<file path="src/rtl/sort_pkg.sv">
// Shared types and helpers for sort_block.
// Define SORTER_SIGNED_EN to compare elements as two's-complement values.
package sort_pkg;

  typedef enum logic [1:0] {
    LOAD  = 2'd0,
    SORT  = 2'd1,
    DRAIN = 2'd2
  } state_t;

  localparam int MAX_W = 64;

`ifdef SORTER_SIGNED_EN
  localparam bit SIGNED_CMP = 1'b1;
`else
  localparam bit SIGNED_CMP = 1'b0;
`endif

  function automatic int idx_w(input int n);
    return (n <= 2) ? 1 : $clog2(n);
  endfunction

  // Signed order is unsigned order with the element's sign bit inverted.
  function automatic logic elem_gt(input logic [MAX_W-1:0] a,
                                   input logic [MAX_W-1:0] b,
                                   input int               w);
    logic [MAX_W-1:0] mask;
    mask = SIGNED_CMP ? ({{(MAX_W-1){1'b0}}, 1'b1} << (w - 1)) : '0;
    return (a ^ mask) > (b ^ mask);
  endfunction

endpackage

</file>
<file path="src/rtl/sort_cmp_swap.sv">
// Single combinational compare-swap cell: lo/hi land on the lower/higher index.
// Ordering follows the package compare (SORTER_SIGNED_EN selects signedness).
module sort_cmp_swap
  import sort_pkg::*;
#(
  parameter int WIDTH = 8
) (
  input  logic [WIDTH-1:0] a,
  input  logic [WIDTH-1:0] b,
  input  logic             descend,
  output logic [WIDTH-1:0] lo,
  output logic [WIDTH-1:0] hi
);

  logic [MAX_W-1:0] w_a_ext;
  logic [MAX_W-1:0] w_b_ext;
  logic             w_swap;

  always_comb begin
    w_a_ext              = '0;
    w_b_ext              = '0;
    w_a_ext[WIDTH-1:0]   = a;
    w_b_ext[WIDTH-1:0]   = b;
    // Strict compare in both directions, so equal values stay put.
    w_swap = descend ? elem_gt(w_b_ext, w_a_ext, WIDTH)
                     : elem_gt(w_a_ext, w_b_ext, WIDTH);
    lo     = w_swap ? b : a;
    hi     = w_swap ? a : b;
  end

endmodule

</file>
<file path="src/rtl/sort_block.sv">
// Streaming frame sorter: load DEPTH words, odd-even transposition sort
// (one pass per clock), then drain. SORTER_SIGNED_EN selects signed compare.
module sort_block
  import sort_pkg::*;
#(
  parameter int WIDTH = 8,
  parameter int DEPTH = 8
) (
  input  logic             clk,
  input  logic             rst,
  input  logic             en,
  input  logic             descend,
  input  logic             in_valid,
  output logic             in_ready,
  input  logic [WIDTH-1:0] in_data,
  output logic             out_valid,
  input  logic             out_ready,
  output logic [WIDTH-1:0] out_data,
  output logic             out_last,
  output logic             busy
);

  localparam int             IW   = idx_w(DEPTH);
  localparam int             NE   = DEPTH / 2;
  localparam int             NO   = (DEPTH - 1) / 2;
  localparam logic [IW-1:0]  LAST = IW'(DEPTH - 1);
  localparam logic [IW-1:0]  ONE  = IW'(1);

  state_t           r_state;
  logic [IW-1:0]    r_wr_idx;
  logic [IW-1:0]    r_rd_idx;
  logic [IW-1:0]    r_pass;
  logic             r_desc;
  logic [WIDTH-1:0] r_arr [DEPTH];

  logic [WIDTH-1:0] w_even [DEPTH];
  logic [WIDTH-1:0] w_odd  [DEPTH];
  logic             w_in_fire;
  logic             w_out_fire;

  // Even pass: pairs (0,1),(2,3),...; odd DEPTH leaves the top element alone.
  for (genvar k = 0; k < NE; k++) begin : g_even
    sort_cmp_swap #(.WIDTH(WIDTH)) u_cs (
      .a       (r_arr[2*k]),
      .b       (r_arr[2*k+1]),
      .descend (r_desc),
      .lo      (w_even[2*k]),
      .hi      (w_even[2*k+1])
    );
  end
  if (DEPTH % 2 == 1) begin : g_even_tail
    assign w_even[DEPTH-1] = r_arr[DEPTH-1];
  end

  // Odd pass: pairs (1,2),(3,4),...; element 0 and, for even DEPTH, the top hold.
  for (genvar k = 0; k < NO; k++) begin : g_odd
    sort_cmp_swap #(.WIDTH(WIDTH)) u_cs (
      .a       (r_arr[2*k+1]),
      .b       (r_arr[2*k+2]),
      .descend (r_desc),
      .lo      (w_odd[2*k+1]),
      .hi      (w_odd[2*k+2])
    );
  end
  assign w_odd[0] = r_arr[0];
  if (DEPTH % 2 == 0) begin : g_odd_tail
    assign w_odd[DEPTH-1] = r_arr[DEPTH-1];
  end

  assign in_ready   = (r_state == LOAD) & en & ~rst;
  assign out_valid  = (r_state == DRAIN) & en;
  assign out_data   = r_arr[r_rd_idx];
  assign out_last   = (r_rd_idx == LAST);
  assign busy       = (r_state != LOAD);
  assign w_in_fire  = in_valid & in_ready;
  assign w_out_fire = out_valid & out_ready;

  always_ff @(posedge clk) begin
    if (rst) begin
      r_state  <= LOAD;
      r_wr_idx <= '0;
      r_rd_idx <= '0;
      r_pass   <= '0;
      r_desc   <= 1'b0;
      for (int i = 0; i < DEPTH; i++) r_arr[i] <= '0;
    end else if (en) begin
      case (r_state)
        LOAD: begin
          if (w_in_fire) begin
            r_arr[r_wr_idx] <= in_data;
            // Order is fixed per frame by the first beat.
            if (r_wr_idx == '0) r_desc <= descend;
            if (r_wr_idx == LAST) begin
              r_wr_idx <= '0;
              r_pass   <= '0;
              r_state  <= SORT;
            end else begin
              r_wr_idx <= r_wr_idx + ONE;
            end
          end
        end
        SORT: begin
          for (int i = 0; i < DEPTH; i++)
            r_arr[i] <= r_pass[0] ? w_odd[i] : w_even[i];
          if (r_pass == LAST) begin
            r_pass   <= '0;
            r_rd_idx <= '0;
            r_state  <= DRAIN;
          end else begin
            r_pass <= r_pass + ONE;
          end
        end
        DRAIN: begin
          if (w_out_fire) begin
            if (r_rd_idx == LAST) begin
              r_rd_idx <= '0;
              r_state  <= LOAD;
            end else begin
              r_rd_idx <= r_rd_idx + ONE;
            end
          end
        end
        default: r_state <= LOAD;
      endcase
    end
  end

endmodule

</file>
<file path="config.mk">
export PLATFORM = sky130hd
export DESIGN_NAME = sort_block
export DESIGN_NICKNAME = d
export VERILOG_FILES = /design/src/rtl/sort_pkg.sv /design/src/rtl/sort_cmp_swap.sv /design/src/rtl/sort_block.sv
export SDC_FILE = /design/constraint.sdc
export NUM_CORES = 1
export LEC_CHECK = 0
export ABC_AREA = 1
export ABC_CLOCK_PERIOD_IN_PS = 3300
export CAP_MARGIN = 30
export CORE_MARGIN = 8
export CORE_UTILIZATION = 64
export CTS_CLUSTER_SIZE = 14
export DETAILED_ROUTE_END_ITERATION = 6
export GPL_ROUTABILITY_DRIVEN = 0
export PLACE_DENSITY = 0.83
export SLEW_MARGIN = 25
export SYNTH_ARGS = -nofsm -noshare
export SYNTH_HDL_FRONTEND = slang
export SYNTH_HIERARCHICAL = 1
export SYNTH_SLANG_ARGS = --single-unit
</file>
<file path="constraint.sdc">
create_clock -name clk -period 3.3 [get_ports clk]
set_clock_uncertainty 0.05 [all_clocks]
set_input_delay 0.33 -clock clk [delete_from_list [all_inputs] [get_ports clk]]
set_output_delay 0.33 -clock clk [all_outputs]
set_load 0.02 [all_outputs]
</file>
==> flow_metrics.env <==
export IMPL_p_leak_nw=4.26
export IMPL_die_w_microns=128
export IMPL_ys_flop_type="edfxtp_1"
export IMPL_p_sw_mw=1.09
export IMPL_critPathSlowestCell="dfxtp_1"
export IMPL_use_met3_pct=4.34
export IMPL_final_cell_count_no_fill=1356
export IMPL_overflow=0
export IMPL_hold_path_depth=2
export IMPL_path_clk_slew_ns=0.06
export IMPL_r2r_end="r_arr[4][5]"
export IMPL_root_buffer="clkbuf_16"
export IMPL_tightestPinTransition_ns=0.739
export IMPL_area_growth_pct=8.27
export IMPL_cts_htree_levels=3
export IMPL_syn_inst=1169
export IMPL_route_detailed_drc=2
export IMPL_fin_ws_ns=0.459
export IMPL_grt_pass1_wl_microns=36100
export IMPL_numCtsBuffers=9
export IMPL_post_place_ws_ns=0.696
export IMPL_finalInstanceArea_sq_um=8760
export IMPL_p_int_mw=2.08
export IMPL_die_y_microns=128
export IMPL_syn_nets=1246
export IMPL_p_per_area_nw_per_um2=362
export IMPL_async_flop_share_pct=0
export IMPL_p_seq_share_pct=38.9
export IMPL_ys_warn_count=6
export IMPL_crit_fanout=25
export IMPL_synth_seq_cells=79
export IMPL_fin_crit_sh_pct=86.1
export IMPL_r2r_start="r_arr[3][3]"
export IMPL_first_pass_iters=7
export IMPL_routed_via_density=5.88
export IMPL_grt_max_degree=49
export IMPL_cts_sinks=79
export IMPL_avgSynthCellArea_sq_um=6.92
export IMPL_status="finished, violations left"
export IMPL_io_buffers=25
export IMPL_startpoint_type="flip-flop"
export IMPL_synthMostInstantiatedCell="nand2_1"
export IMPL_cts_hold_buf=0
export IMPL_ir_worst_vdd_mv=0.300
export IMPL_setup_viol=0
export IMPL_critical_path_arrival_ns=2.46
export IMPL_grt_usage_pct=27.4
export IMPL_initial_utilization_pct=64.9
export IMPL_rr_worst_depth=12
export IMPL_post_cts_buffers=0
export IMPL_ctsLongestPathBuffers=2
export IMPL_place_area_sq_um=8420
export IMPL_routed_wl_microns=22300
export IMPL_synth_top_area_cell="edfxtp_1"
export IMPL_finalHoldViolCount=0
export IMPL_cts_tree="yes"
export IMPL_synth_top_area_share_pct=23.7
export IMPL_critical_path_top_delay_family="buffers and inverters"
export IMPL_ant_nets=0
export IMPL_min_path_type="reg -> reg"
export IMPL_ys_seq_area_share_pct=27.5
export IMPL_sw_frac_of_total_pct=34.4
export IMPL_n_antenna_cell=0
export IMPL_synth_edf_count=64
export IMPL_hold_start="r_rd_idx[2]"
export IMPL_synth_common_cells="nand2_1, nand3_1, inv_1"
export IMPL_slowest_delay_ns=0.79
export IMPL_cts_resized=0
export IMPL_drtIter0Drc=1095
export IMPL_crit_chain="buf_4, nor2_1, o21ai_0, o21ai_0, nand2_1, nand2_1, clkdlybuf4s50_1"
export IMPL_row_count=41
export IMPL_netlist_top_cells_area="edfxtp_1, nand2_1, ha_1, nand3_1, o21ai_0"
export IMPL_violations="design-rule violations"
export IMPL_ys_types=35
export IMPL_crit_path_end_kind="output port"
export IMPL_grt_use_met1_pct=36.2
export IMPL_max_freq_mhz=352
export IMPL_clock_latency_ns=0.35
export IMPL_finalPower_mw=3.17
export IMPL_p_clk_share_pct=32.8
export IMPL_wl_per_cell_microns=16.5
export IMPL_fin_nets=1256
export IMPL_antenna_found_initial=0
export IMPL_io_pins=26
export IMPL_dieArea_sq_um=16500
export IMPL_setup_tns_final_ns=0
export IMPL_cap_violations=0
export IMPL_setup_worst_path_class="reg -> out"
export IMPL_rrSetupSlack_ns=0.62
export IMPL_cp_required_ns=2.92
export IMPL_min_to="r_rd_idx[2]"
export IMPL_grt_pass1_vias=7263
export IMPL_grt_use_met2_pct=42.7
export IMPL_gr_max_usage_layer="met2"
export IMPL_drive_gt1_share_pct=12.5
export IMPL_report_final_slew_viol_count=0
export IMPL_pwr_share_comb_pct=28.3
export IMPL_slew_limit_headroom_pct=50.7
export IMPL_place_hpwl_microns=15500
export IMPL_dp_cells=1338
export IMPL_fin_crit_ns=2.84
export IMPL_coreArea_sq_um=12500
export IMPL_synth_area_sq_um=8090
export IMPL_path_buf_inv=2
export IMPL_rsz0062_at_grt="false"
export IMPL_num_vias=7972
-- area by class of cell --
class	count	area, sq um
repair buffers	48	438
well taps	172	215
flip-flops and latches	79	2220
fillers	1045	3700
multi-input cells	927	5140
clock inverters	4	23.8
clock buffers	12	289
inverters	114	430
-- sequential cells by signal, summed over array words and instances, names as in the netlist, named ones only --
register / cells
r_wr_idx: 3
r_arr: 64
r_pass: 3
r_rd_idx: 3
r_desc: 1
r_state: 2
-- power groups by stage --
| stage | logic (mW) | registers [mW] | clock network [mW] |
|---|---|---|---|
| final | 0.898 | 1.23 | 1.04 |
| after global placement | 0.855 | 1.25 | 0 |
| after floorplan | 0.715 | 1.22 | 0 |
| after CTS | 0.883 | 1.23 | 1.04 |
| after detailed placement | 0.874 | 1.25 | 0 |
| after global routing | 1.02 | 1.24 | 1.07 |
-- per-layer routing --
metal,part of all wire [%],up-vias
li1,-,3913
met3,8.6,60
met5,0,-
met4,3.7,0
met2,44,388
met1,43,3611
-- placed cells by master (no fill, tap or decap), drive strengths merged --
cell type and count:
edfxtp 64, nor2 82, clkbuf 12, o22ai 8, mux2i 8, ha 63, nand3 139, clkdlybuf4s50 25
a21oi 21, nand4 8, nand2 405, and3 1, or2 41, nor3 1, o211ai 40, o21ai 95
inv 113, buf 23, dfxtp 15, clkinv 5, a21o 7, a22o 8
-- cell families (layout without fill, tap and decap cells) --
logic type	count (synthesis)	in the layout	synth area share, %
flops	79	79	27.5
buf+inv	163	178	9.04
fa+ha+maj	63	63	9.74
compound gates	179	179	13.4
mux	8	8	0.990
simple gates	677	677	39.3
-- worst min-delay path: stages, from the launching register on --
cell and delay [ns]:
dfxtp_1 0.32, nor2_1 0.09, nor2_1 0.06
-- worst max path at each step --
stage | cells after the start | end | start
3_3_place_gp | 12 | r_arr[5][1] | r_arr[5][3]
5_1_grt | 7 | out_data[5] | flip-flop
6_report | 7 | out_data[3] | flip-flop
3_5_place_dp | 12 | r_arr[4][5] | r_arr[3][3]
4_1_cts | 7 | out_data[3] | flip-flop
2_1_floorplan | 12 | r_arr[3][1] | r_arr[3][7]
-- through the flow --
| stage | hold slack, ns | utilization (%) |
|---|---|---|
| 6_report | 0.463 | 70.3 |
| 5_1_grt | 0.495 | 70.3 |
| 4_1_cts | 0.464 | 70.0 |
| 3_5_place_dp | 0.455 | 67.5 |
| 3_3_place_gp | 0.448 | 67.5 |
| 2_1_floorplan | 0.429 | - |
(Power assumes the default switching activity.)
